$ cat src/rtl/pending_encoder_8x3_if.sv
// Valid/ready handshake carrying the encoded request index from the encoder to its consumer.
interface pending_encoder_8x3_if #(
  parameter int W = 3
);
  logic [W-1:0] out_code;
  logic         out_valid;
  logic         out_ready;

  modport master (output out_code, output out_valid, input out_ready);
  modport slave  (input out_code, input out_valid, output out_ready);
endinterface

$ cat src/rtl/pending_encoder_8x3.sv
// Captures rising edges on 8 request lines into a sticky pending set and hands them out,
// one priority-ordered 3-bit code per accepted valid/ready handshake.
module pending_encoder_8x3 #(
  parameter int N             = 8,
  parameter int W             = 3,
  parameter bit PRIORITY_HIGH = 1'b1
) (
  input  logic                  clk,
  input  logic                  rst,
  input  logic                  enable,
  input  logic [N-1:0]          req,
  pending_encoder_8x3_if.master bus,
  output logic [N-1:0]          pending,
  output logic                  overflow
);

  typedef enum logic {IDLE = 1'b0, PRESENT = 1'b1} state_t;

  state_t       state_q, state_d;
  logic [N-1:0] req_q, req_d;
  logic [N-1:0] pending_q, pending_d;
  logic         overflow_q, overflow_d;
  logic [W-1:0] code_q, code_d;
  logic         valid_q, valid_d;

  logic [N-1:0] rise_s;
  logic [N-1:0] clr_s;
  logic [N-1:0] nxt_avail_s;
  logic         accept_s;

  function automatic logic [W-1:0] pick(input logic [N-1:0] v);
    logic [W-1:0] idx;
    idx = '0;
    if (PRIORITY_HIGH) begin
      for (int i = 0; i < N; i++) begin
        if (v[i]) idx = W'(i);
        else      idx = idx;
      end
    end else begin
      for (int i = N - 1; i >= 0; i--) begin
        if (v[i]) idx = W'(i);
        else      idx = idx;
      end
    end
    return idx;
  endfunction

  // Edge detect, pending/overflow update and the IDLE/PRESENT handshake FSM.
  always_comb begin
    state_d    = state_q;
    code_d     = code_q;
    valid_d    = valid_q;
    req_d      = req;
    rise_s     = req & ~req_q;
    accept_s   = valid_q && bus.out_ready;
    if (accept_s) clr_s = N'(1) << code_q;
    else          clr_s = '0;
    nxt_avail_s = pending_q & ~clr_s;
    if (enable) pending_d = nxt_avail_s | rise_s;
    else        pending_d = nxt_avail_s;
    // A new edge on a bit that survives this cycle's clear is a lost event.
    overflow_d = overflow_q | (enable && (|(rise_s & nxt_avail_s)));

    case (state_q)
      IDLE: begin
        if (pending_q != '0) begin
          code_d  = pick(pending_q);
          valid_d = 1'b1;
          state_d = PRESENT;
        end else begin
          valid_d = 1'b0;
        end
      end
      PRESENT: begin
        if (accept_s) begin
          if (nxt_avail_s != '0) begin
            code_d = pick(nxt_avail_s);
          end else begin
            valid_d = 1'b0;
            state_d = IDLE;
          end
        end else begin
          valid_d = 1'b1;
        end
      end
      default: begin
        valid_d = 1'b0;
        state_d = IDLE;
      end
    endcase
  end

  // State registers with synchronous reset; req_q still tracks req during reset.
  always_ff @(posedge clk) begin
    req_q <= req_d;
    if (rst) begin
      state_q    <= IDLE;
      pending_q  <= '0;
      overflow_q <= 1'b0;
      code_q     <= '0;
      valid_q    <= 1'b0;
    end else begin
      state_q    <= state_d;
      pending_q  <= pending_d;
      overflow_q <= overflow_d;
      code_q     <= code_d;
      valid_q    <= valid_d;
    end
  end

  assign bus.out_code  = code_q;
  assign bus.out_valid = valid_q;
  assign pending       = pending_q;
  assign overflow      = overflow_q;

endmodule

$ cat src/flat_wrapper.sv
// flat-port wrapper written by rule: the top's interface ports become plain ports
module pending_encoder_8x3_flat 
#(
  parameter int N             = 8,
  parameter int W             = 3,
  parameter bit PRIORITY_HIGH = 1'b1
)
  (clk, rst, enable, req, pending, overflow, bus_out_code, bus_out_valid, bus_out_ready);
  pending_encoder_8x3_if #(.W(W)) bus_i ();
  input  logic clk;
  input  logic rst;
  input  logic enable;
  input  logic [N-1:0] req;
  output logic [N-1:0] pending;
  output logic overflow;
  output wire logic [$bits(bus_i.out_code)-1:0] bus_out_code;
  output wire logic [$bits(bus_i.out_valid)-1:0] bus_out_valid;
  input wire logic [$bits(bus_i.out_ready)-1:0] bus_out_ready;
  assign bus_out_code = bus_i.out_code;
  assign bus_out_valid = bus_i.out_valid;
  assign bus_i.out_ready = bus_out_ready;
  pending_encoder_8x3 #(.N(N), .W(W), .PRIORITY_HIGH(PRIORITY_HIGH)) u_core (.clk(clk), .rst(rst), .enable(enable), .req(req), .bus(bus_i), .pending(pending), .overflow(overflow));
endmodule
$ cat config.mk
export PLATFORM = sky130hd
export DESIGN_NAME = pending_encoder_8x3_flat
export DESIGN_NICKNAME = d
export VERILOG_FILES = /design/src/rtl/pending_encoder_8x3_if.sv /design/src/rtl/pending_encoder_8x3.sv /design/src/flat_wrapper.sv
export SDC_FILE = /design/constraint.sdc
export NUM_CORES = 1
export LEC_CHECK = 0
export BUFFER_PORTS_ARGS = -buffer_cell sky130_fd_sc_hd__buf_2
export CAP_MARGIN = 20
export CORE_ASPECT_RATIO = 0.75
export CORE_MARGIN = 5
export CORE_UTILIZATION = 35
export DETAILED_ROUTE_END_ITERATION = 10
export GPL_ROUTABILITY_DRIVEN = 0
export RECOVER_POWER = 100
export SYNTH_ARGS = -nofsm -noshare
export SYNTH_HDL_FRONTEND = slang
export SYNTH_SLANG_ARGS = --single-unit
$ cat constraint.sdc
create_clock -name clk -period 1.7 [get_ports clk]
set_input_delay 0.085 -clock clk [delete_from_list [all_inputs] [get_ports clk]]
set_output_delay 0.085 -clock clk [all_outputs]
set_load 0.02 [all_outputs]
==> impl_results.md, run 1 <==
- Nets: around 180
- Worst r2r path cells: 8
- Final WS setup: -17.7 ps
- Worst-path fanout max: 6
- Grt ovf: 0
- Max_slew headroom: 71.1%
- Syn Area/Cell: 9.20 sq um
- Status: complete, but fails checks
- Combinational Power Share: roughly 28%
- Hold Path Origin: bus_out_ready
- Arrival time worst endpoint: 1900 ps
- Setup crit end kind: flop
- Main synth FF type: dfxtp_1
- Ys async rst share: 0%
- Ordered cell list for the critical path: buf_4 > nand3_1 > a2bb2oi_2 > buf_4 > nor4b_4 > buf_4 > a2111o_1 > o211ai_1
- Cts bufs inserted: 3
- Minimum clock period: 1720 ps
- Maximum VDD drop: roughly 0.43 mV
- Root Buffer: clkbuf_8
- Max Slew Vio Count: 0
- Hold path cells: 2
- Grt met3 use: under 10%
- CP dominant cell by count: buf_4
- Sequential fraction of design power: 44.3%
- Clock Skews: 3.93 ps
- Hold Crit Class: primary input to flop
- Met1 Use GR: between 20 and 25%
- I/O pins: 25
- Setup TNS: -17.7 ps
- First-pass GRT wire length: 4800 microns
- 1st-iter DRT viols: 51
- GRT Total Usage: 15.2%
- Layout cells sized above 1: 27.2%
- Clock Latency Late Sink: roughly 260 ps
- Row count: 17
- Die area: 0.00411 sq mm
- Setup Viol. Count Final: 1
- FMAX: 0.582 GHz
- Finished Layout Cells: 200
- Sw frac: 30.2%
- Die X: approximately 72 microns
- WS Path Type: flop to flop
- Port buffer count: 24
- Max-cap violation count: 0
- Slowest-stage cell, CP: a2111o_1
- Routed WL: 3050 microns
- HPWL after DPL: roughly 2200 microns
- Worst R2R End: u_core.bus.out_code[0]
- Die Y: 56.8 microns
- Worst setup SP type: flop
- GR peak layer: met1
- Static leakage: 0.000550 uW
- Initial antenna violation count: 0
- Placed insts: 187
- Synthesized area: 0.00102 sq mm
- Flops & latches, synth: 22
- Hold Vio Cnt, Final: 0
- Antenna Cells: 0
- FF-to-FF setup slack: -20 ps
- Clock transition at path regs: 80 ps
- Slew @ Worst Pin: 429 ps
- Initial core utilization: between 30% and 40%
- Power per cell area: ~930 mW/mm^2
- CP max stage delay: 410 ps
- CTS sink cnt: 22
- Largest net degree at the start of global routing: 18
- Core ar.: around 0.0029 sq mm
- Clock Path Buffers: 2
- EDFF count, synth: 0
- Worst Path Required: 1880 ps
- Commonest non-fill, non-tap cells in the layout: dfxtp_1, buf_4, clkbuf_1
- Synth Warn #: 0
- Vias in the first global route: 990
- Met2 Usage GRT: 21.8%
- TritonCTS clock tree: built
- Clock power share: 27.3%
- Sequential area share after synthesis: 43.1%
- Cell Int Power: between 900 and 1000 uW
- Syn Nets: around 120
- Post-Syn Instances: between 100 and 150
- Sw Pwr: 413 uW
- RSZ-0062 raised after global routing: true
- DRT antenna net count: 0
- Residual DRC: 0
- Via density: 5.47
- Commonest non-fill, non-tap cell in the layout: dfxtp_1
- Failing checks: negative setup slack
- H-tree Lvls: 1
- Drt first pass iters: 4
- Drt wl/cell: about 15 microns
- Reg2reg start: u_core.bus.out_code[2]
- Hold slack: 151 ps
- Area growth, synth to finish: 43.1%
- DR vias: about 1100
- Worst Hold End: u_core.state_q
- Yosys cell types: 33
- Period Utilization, post-route: 101%
[Yosys cell counts, types with 2 or more instances]
cell / count / area (sq um)
a31o_2: 2 / 17.5
o21ai_0: 10 / 50.1
o32ai_1: 4 / 35.0
a211oi_1: 2 / 15.0
o21a_1: 3 / 22.5
a41oi_1: 2 / 17.5
dfxtp_1: 22 / 440
nand3_1: 4 / 20.0
nand2_1: 3 / 11.3
o211ai_1: 2 / 15.0
nor4_1: 2 / 12.5
a21oi_1: 10 / 50.1
nand2b_1: 7 / 43.8
inv_1: 9 / 33.8
nand3b_1: 10 / 75.1
buf_1: 2 / 7.51
[state kept, by name (all words and copies together), names as in the netlist]
register,cells
u_core.bus.out_code,3
u_core.pending,8
u_core.bus.out_valid,1
u_core.req_q,8
u_core.state_q,1
u_core.overflow,1
[logic make-up after synthesis]
logic type	after synthesis	share of synthesized area [%]
buf+inv	12	4.53
compound gates	44	29.9
simple gates	32	21.4
mux	1	0.980
flops	22	43.1
[cell type report]
class / count / area, sq um
inverters: 9 / 33.8
repair buffers: 50 / 314
flip-flops and latches: 22 / 444
clock buffers: 4 / 55.1
well taps: 38 / 47.5
fillers: 286 / 1410
multi-input cells: 77 / 567
[metal layers]
metal	share of wire, %	vias up
li1	-	526
met2	44	36
met4	0.49	0
met5	0	-
met3	6.4	2
met1	49	529
[what timing repair did]
action | CTS | global route
endpoints found under the setup margin | 3 | 5
hold buffers | 8 | 0
resized for setup | 4 | 9
pin swaps | 3 | 2
buffers inserted | 1 | 0
hold endpoints to repair | 8 | 0
[metrics by stage]
stage	area [sq um]	power [uW]	util (%)	setup WS [ps]
final	1460	1360	50.9	-17.7
after global routing	1460	1440	50.9	-63.3
after CTS	1460	1350	50.8	4.73
after detailed placement	1310	958	45.5	-65.2
after global placement	1310	953	45.5	-25.6
after floorplan	1020	807	-	-52.2
[worst max-delay path, delay by kind of cell, from the launching register on]
family / cells / cell delay [ps]
flops: 1 / 320
simple gates: 2 / 130
compound gates: 3 / 730
buf+inv: 3 / 430
[how the worst max path moves through the flow]
stage	slack [ps]	end	from	cells past startpoint
6_report	-20	u_core.bus.out_code[0]	u_core.bus.out_code[2]	8
5_1_grt	-60	u_core.bus.out_code[0]	u_core.bus.out_code[1]	6
4_1_cts	5	u_core.bus.out_code[0]	u_core.bus.out_code[0]	7
3_5_place_dp	-70	u_core.bus.out_code[2]	u_core.bus.out_code[1]	5
3_3_place_gp	-30	u_core.bus.out_code[0]	u_core.bus.out_code[1]	5
2_1_floorplan	-50	u_core.bus.out_code[2]	u_core.bus.out_code[0]	5
[power by group through the flow]
stage          Clock [uW]  Combinational, uW  Sequential, uW
2_1_floorplan           0                165             642
3_3_place_gp            0                346             607
3_5_place_dp            0                349             609
4_1_cts               378                378             599
5_1_grt               413                420             610
6_report              373                387             604
No activity file was read; power rests on OpenSTA's default activity.
==> run 2: changes to the inputs <==
--- a/config.mk
+++ b/config.mk
@@ -10,6 +10,7 @@
 export CORE_ASPECT_RATIO = 0.75
 export CORE_MARGIN = 5
 export CORE_UTILIZATION = 35
+export CTS_BUF_LIST = sky130_fd_sc_hd__clkbuf_16
 export DETAILED_ROUTE_END_ITERATION = 10
 export GPL_ROUTABILITY_DRIVEN = 0
 export RECOVER_POWER = 100
==> run 2 against run 1 <==
The flow still finishes with violations (negative setup slack). Global-route usage shrank 0.55 points. Routed wire length is 3.9% lower. Sequential share of layout area is 0.060 points lower. Clock skew decreased by 2.0 ps. First-iteration DRC count shrank 18%. Register-to-register slack got worse by 20 ps. Critical path type unchanged. Largest cell class unchanged. Largest power group unchanged.
==> impl_results.md, run 2 (synthesized netlist as in run 1, its figures left out) <==
- Sw Pwr: 414 uW
- FF-to-FF setup slack: -30 ps
- Final WS setup: -34.9 ps
- Sw frac: 28.2%
- FMAX: 0.576 GHz
- Design Area, Final: 0.00146 sq mm
- Sequential fraction of design power: 41.1%
- Power per cell area: 1000 mW/mm^2
- Nets: 175
- RSZ-0062 raised after global routing: true
- Port buffer count: 24
- Multi-input gate area: 553 sq um
- Routed WL: 2930 microns
- Antenna Cells: 0
- Setup crit end kind: flop
- Core ar.: roughly 0.0029 sq mm
- I/O pins: 25
- Combinational Power Share: between 20% and 30%
- Register Area: 443 sq um
- Layout cells sized above 1: 22.8%
- Setup TNS: -53.0 ps
- Max Slew Vio Count: 0
- Initial antenna violation count: 0
- 1st-iter DRT viols: 42
- Period Utilization, post-route: 102%
- Fill count: 285
- Clock Path Buffers: 2
- Hold path cells: 2
- Hold Crit Class: primary input to flop
- Largest net degree at the start of global routing: 18
- Worst Path Required: 1820 ps
- Worst setup SP type: flop
- Die X: just over 70 microns
- Worst path top cell family by delay: simple AND/OR/NAND/NOR gates
- Clock Latency Late Sink: 250 ps
- HPWL after DPL: 2240 microns
- Static leakage: 0.000544 uW
- Clock transition at path regs: 60 ps
- Root Buffer: clkbuf_16
- Via density: 5.38
- Area growth, synth to finish: 43.0%
- Worst-path fanout max: 5
- Arrival time worst endpoint: 1860 ps
- GRT Total Usage: 14.6%
- Reg2reg start: u_core.bus.out_code[1]
- WS Path Type: flop to flop
- Total chip power: 1470 uW
- Residual DRC: 0
- CP Buf/Inv Count: 0
- Grt ovf: 0
- Initial core utilization: 35.6%
- Hold Vio Cnt, Final: 0
- Cts bufs inserted: 3
- Maximum VDD drop: roughly 0.49 mV
- Die Y: 56.8 microns
- Hold Path Origin: bus_out_ready
- Drt wl/cell: 14.7 microns
- Failing checks: negative setup slack
- Post-place setup slack: -65.2 ps
- Cell Int Power: about 1100 uW
- Worst r2r path cells: 5
- Slowest-stage cell, CP: or3b_4
- Drt first pass iters: 6
- Max-cap violation count: 0
- DR vias: around 1100
- Ordered cell list for the critical path: or3b_4 > o21a_1 > nor4b_4 > a2111o_1 > o211ai_1
- First-pass GRT wire length: 4690 microns
- Worst R2R End: u_core.bus.out_code[0]
- TritonCTS clock tree: built
- Minimum clock period: 1730 ps
- Clock power share: 33.2%
- Status: complete, but fails checks
- CTS sink cnt: 22
- Commonest non-fill, non-tap cells in the layout: clkbuf_1, dfxtp_1, buf_4
- Clock Skews: around 2.0 ps
- Row count: 17
- DRT antenna net count: 0
- Worst Hold End: u_core.state_q
- Max_slew headroom: a little under three quarters
- Dpl cell area: approximately 0.0013 sq mm
- Levels on crit path: 5
- Vias in the first global route: 976
- Hold slack: ~150 ps
- Die area: 0.00411 sq mm
- Commonest non-fill, non-tap cell in the layout: clkbuf_1
- Slew @ Worst Pin: 418 ps
- Setup Viol. Count Final: 4
- H-tree Lvls: 1
- CP max stage delay: 390 ps
[run 2: cell types whose count changed in the layout (fill, tap and decap cells not counted), sizes merged]
cell | before | now
buf | 25 | 19
clkbuf | 21 | 26
clkinv | 0 | 1
[run 2: metrics by stage]
stage / util, % / cells
floorplan: - / 111
global placement: 45.5 / 187
detailed placement: 45.5 / 187
CTS: 51.4 / 200
global route: 50.8 / 200
finish: 50.8 / 200
[run 2: final cells by class]
type,instances,area share (%)
Multi-Input combinational cell,77,37.9
Sequential cell,22,30.3
Timing Repair Buffer,50,20.8
Clock buffer,3,5.14
Tap cell,38,3.26
Inverter,9,2.31
Clock inverter,1,0.257
[run 2: worst max path at each step]
| stage | from | to |
|---|---|---|
| after global routing | u_core.bus.out_code[1] | u_core.bus.out_code[0] |
| after detailed placement | u_core.bus.out_code[1] | u_core.bus.out_code[2] |
| final | u_core.bus.out_code[1] | u_core.bus.out_code[0] |
| after global placement | u_core.bus.out_code[1] | u_core.bus.out_code[0] |
| after CTS | u_core.bus.out_code[1] | u_core.bus.out_valid |
| after floorplan | u_core.bus.out_code[0] | u_core.bus.out_code[2] |
[run 2: power groups by stage]
| stage | combinational [uW] | clock [uW] | sequential (uW) |
|---|---|---|---|
| 6_report | 378 | 487 | 602 |
| 5_1_grt | 410 | 531 | 608 |
| 4_1_cts | 376 | 498 | 599 |
| 3_5_place_dp | 349 | 0 | 609 |
| 3_3_place_gp | 346 | 0 | 607 |
| 2_1_floorplan | 165 | 0 | 642 |
[run 2: worst reg2reg max path, cell delays in order, from the launching register on]
cell and delay (ps):
dfxtp_2 340, or3b_4 390, o21a_1 220, nor4b_4 350, a2111o_1 200, o211ai_1 100
[run 2: per-layer routing]
metal / vias to the layer above / track usage [%] / share of wire (%)
met1: 513 / 21.7 / 51
met5: - / 0 / 0
met2: 30 / 20.6 / 42
met3: 4 / 4.47 / 7.0
li1: 528 / - / -
met4: 0 / 2.41 / 0.68
[run 2: repair_timing]
| action | CTS | global route |
|---|---|---|
| hold endpoints to repair | 8 | 0 |
| hold buffers | 8 | 0 |
| pin swaps | 2 | 5 |
| setup endpoints to repair | 3 | 6 |
| resized for setup | 2 | 9 |
| gates cloned | 0 | 0 |
| buffers inserted | 1 | 0 |
==> run 3: changes to the inputs <==
--- a/config.mk
+++ b/config.mk
@@ -5,6 +5,7 @@
 export SDC_FILE = /design/constraint.sdc
 export NUM_CORES = 1
 export LEC_CHECK = 0
+export ABC_AREA = 1
 export BUFFER_PORTS_ARGS = -buffer_cell sky130_fd_sc_hd__buf_2
 export CAP_MARGIN = 20
 export CORE_ASPECT_RATIO = 0.75
==> run 3 against run 2 <==
Clock-buffer cell count unchanged. First-iteration DRC count increased by 26%. Non-clock buffer count decreased by 18. Area after synthesis decreased by 1.5%. Via count decreased by 2.7%. Largest cell class unchanged. Maximum frequency increased by 14%. Total power decreased by 5.7%. Flip-flop and latch count unchanged. The run now ends clean.
==> impl_results.md, run 3 <==
- RSZ-0062 raised after global routing: false
- Synth top area share: a little over two fifths
- Syn Area/Cell: between 6 and 7 sq um
- FMAX: 0.660 GHz
- Die area: between 0.004 and 0.005 sq mm
- Count leader, synth: nand2_1
- Port buffer count: 24
- Synth area leader: dfxtp_1
- Cell Int Power: between 900 and 1000 uW
- Period Utilization, post-route: 89.2%
- Largest net degree at the start of global routing: 13
- EDFF count, synth: 0
- Area growth, synth to finish: 28.9%
- Arrival time worst endpoint: 1700 ps
- Clock Path Buffers: 2
- Drt wl/cell: 11.1 microns
- Post-synth top cells: nand2_1, dfxtp_1, inv_1
- Cts bufs inserted: 3
- Ranking of synthesized cells by area: dfxtp_1, nand2_1, a21oi_1
- Syn Nets: 163
- Worst path top cell family by delay: simple AND/OR/NAND/NOR gates
- Grt ovf: 0
- I/O pins: 25
- CP Buf/Inv Count: 2
- Sw Pwr: 409 uW
- Setup TNS: 0 ps
- Clock transition at path regs: about 50 ps
- Root Buffer: clkbuf_16
- Post-Syn Instances: 151
- CP dominant cell by count: nand2_1
- Synth Warn #: 0
- Hold Crit Class: primary input to flop
- H-tree Lvls: 1
- Commonest non-fill, non-tap cell in the layout: nand2_1
- Worst-path fanout max: 5
- Clock power share: 34.2%
- Final WS setup: 184 ps
- Max_slew headroom: 76.1%
- Worst Path Required: 1890 ps
- Ordered cell list for the critical path: inv_2 > nor2_2 > nand2_1 > nand2_1 > nand2_1 > nor2_1 > nand2_1 > nand2_2 > inv_2 > nand2_1 > nand2_1 > nor2_1
- Via density: 4.75
- Slowest-stage cell, CP: dfxtp_1
- DRT antenna net count: 0
- Sequential area share after synthesis: between 40% and 50%
- Vias in the first global route: a little under 1000
- Drt first pass iters: 4
- 1st-iter DRT viols: 53
- Max Slew Vio Count: 0
- GRT Total Usage: between 10% and 20%
- Minimum clock period: about 1500 ps
- Die Y: between 50 and 60 microns
- Post-CTS Setup Repair Bufs: 0
- Nets: 198
- Power per cell area: 1070 mW/mm^2
- Reg2reg start: u_core.bus.out_code[1]
- Hold Vio Cnt, Final: 0
- Max-cap violation count: 0
- Clock Latency Late Sink: approximately 250 ps
- Setup Viol. Count Final: 0
- Residual DRC: 0
- Sw frac: 29.6%
- Synthesized area: 0.00101 sq mm
- Post-place setup slack: 170 ps
- CP max stage delay: 430 ps
- Initial antenna violation count: 0
- WS Path Type: flop to flop
- Hold Path Origin: rst
- Slew @ Worst Pin: 355 ps
- Ys async rst share: 0%
- Setup crit end kind: flop
- First-pass GRT wire length: 4150 microns
- Maximum VDD drop: 0.748 mV
- Die X: 71.9 microns
- Status: completed
- Sequential fraction of design power: 43.6%
- Core ar.: 0.00268 sq mm
- TritonCTS clock tree: built
- CTS sink cnt: 22
- HPWL after DPL: 1980 microns
- Combinational Power Share: 22.1%
- Row count: 16
- Static leakage: approximately 0.0006 uW
- Clock Skews: 1.90 ps
- Antenna Cells: 0
- Layout cells sized above 1: 9.78%
- Flops & latches, synth: 22
- Yosys cell types: 17
- Main synth FF type: dfxtp_1
- Worst setup SP type: flop
- Routed WL: 2440 microns
- DR vias: ~1000
- Initial core utilization: 37.5%
- Commonest non-fill, non-tap cells in the layout: nand2_1, dfxtp_1, inv_1, clkbuf_1, a21oi_1
- CP startpoint: u_core.bus.out_code[1]
## run 3: changes by cell type in the layout (fill, tap and decap cells not counted), moves of 6 or more
cell / previous run / this run
nand2_1: 2 / 37
buf_4: 15 / 0
a21oi_1: 10 / 18
nand2b_1: 6 / 0
nand3b_1: 10 / 0
nor2_1: 1 / 13
nand3_1: 3 / 16
inv_1: 9 / 21
## run 3: power groups by stage
| stage | registers [uW] | logic (uW) | clock network, uW |
|---|---|---|---|
| 4_1_cts | 603 | 316 | 493 |
| 6_report | 604 | 306 | 474 |
| 3_3_place_gp | 612 | 299 | 0 |
| 3_5_place_dp | 615 | 300 | 0 |
| 5_1_grt | 611 | 349 | 515 |
| 2_1_floorplan | 646 | 173 | 0 |
## run 3: metrics by stage
| stage | utilization [%] | instance area (sq um) | instances | hold WS, ps | power [uW] |
|---|---|---|---|---|---|
| 5_1_grt | 48.3 | 1300 | 220 | 182 | 1470 |
| 2_1_floorplan | - | 1010 | 151 | 113 | 819 |
| 6_report | 48.3 | 1300 | 220 | 174 | 1380 |
| 4_1_cts | 49.2 | 1320 | 220 | 174 | 1410 |
| 3_5_place_dp | 43.4 | 1160 | 209 | 220 | 915 |
| 3_3_place_gp | 43.4 | 1160 | 209 | 213 | 911 |
## run 3: timing repair
action	4_1_cts	5_1_grt
endpoints found under the setup margin	0	2
hold buffers	8	0
endpoints found under the hold margin	8	0
gates resized for setup	0	2
## run 3: path summary, 6_finish.rpt
check	slack (ps)	depth (start not counted)	to
setup / recovery	180	12	u_core.bus.out_code[1]
hold / removal	170	2	u_core.overflow
setup reg to reg	180	12	u_core.bus.out_code[1]
hold reg to reg	470	2	u_core.overflow
## run 3: area by class of cell
cell class / count / area [sq um]
Fill cell: 290 / 1390
Multi-Input combinational cell: 102 / 468
Sequential cell: 22 / 440
Timing Repair Buffer: 32 / 174
Inverter: 25 / 93.8
Clock buffer: 3 / 75.1
Tap cell: 36 / 45.0
## run 3: cells by family after synthesis
group	count (synthesis)	synth area share, %
buf+inv	27	10.1
flops	22	43.8
compound gates	26	13.3
simple gates	76	32.8
## run 3: routing by layer
layer | global-route usage, % | share of wire [%] | vias to the layer above
li1 | - | - | 543
met1 | 17.5 | 50 | 479
met2 | 19.2 | 43 | 22
met3 | 5.17 | 7.1 | 2
met4 | 1.61 | 0.41 | 0
met5 | 0 | 0 | -
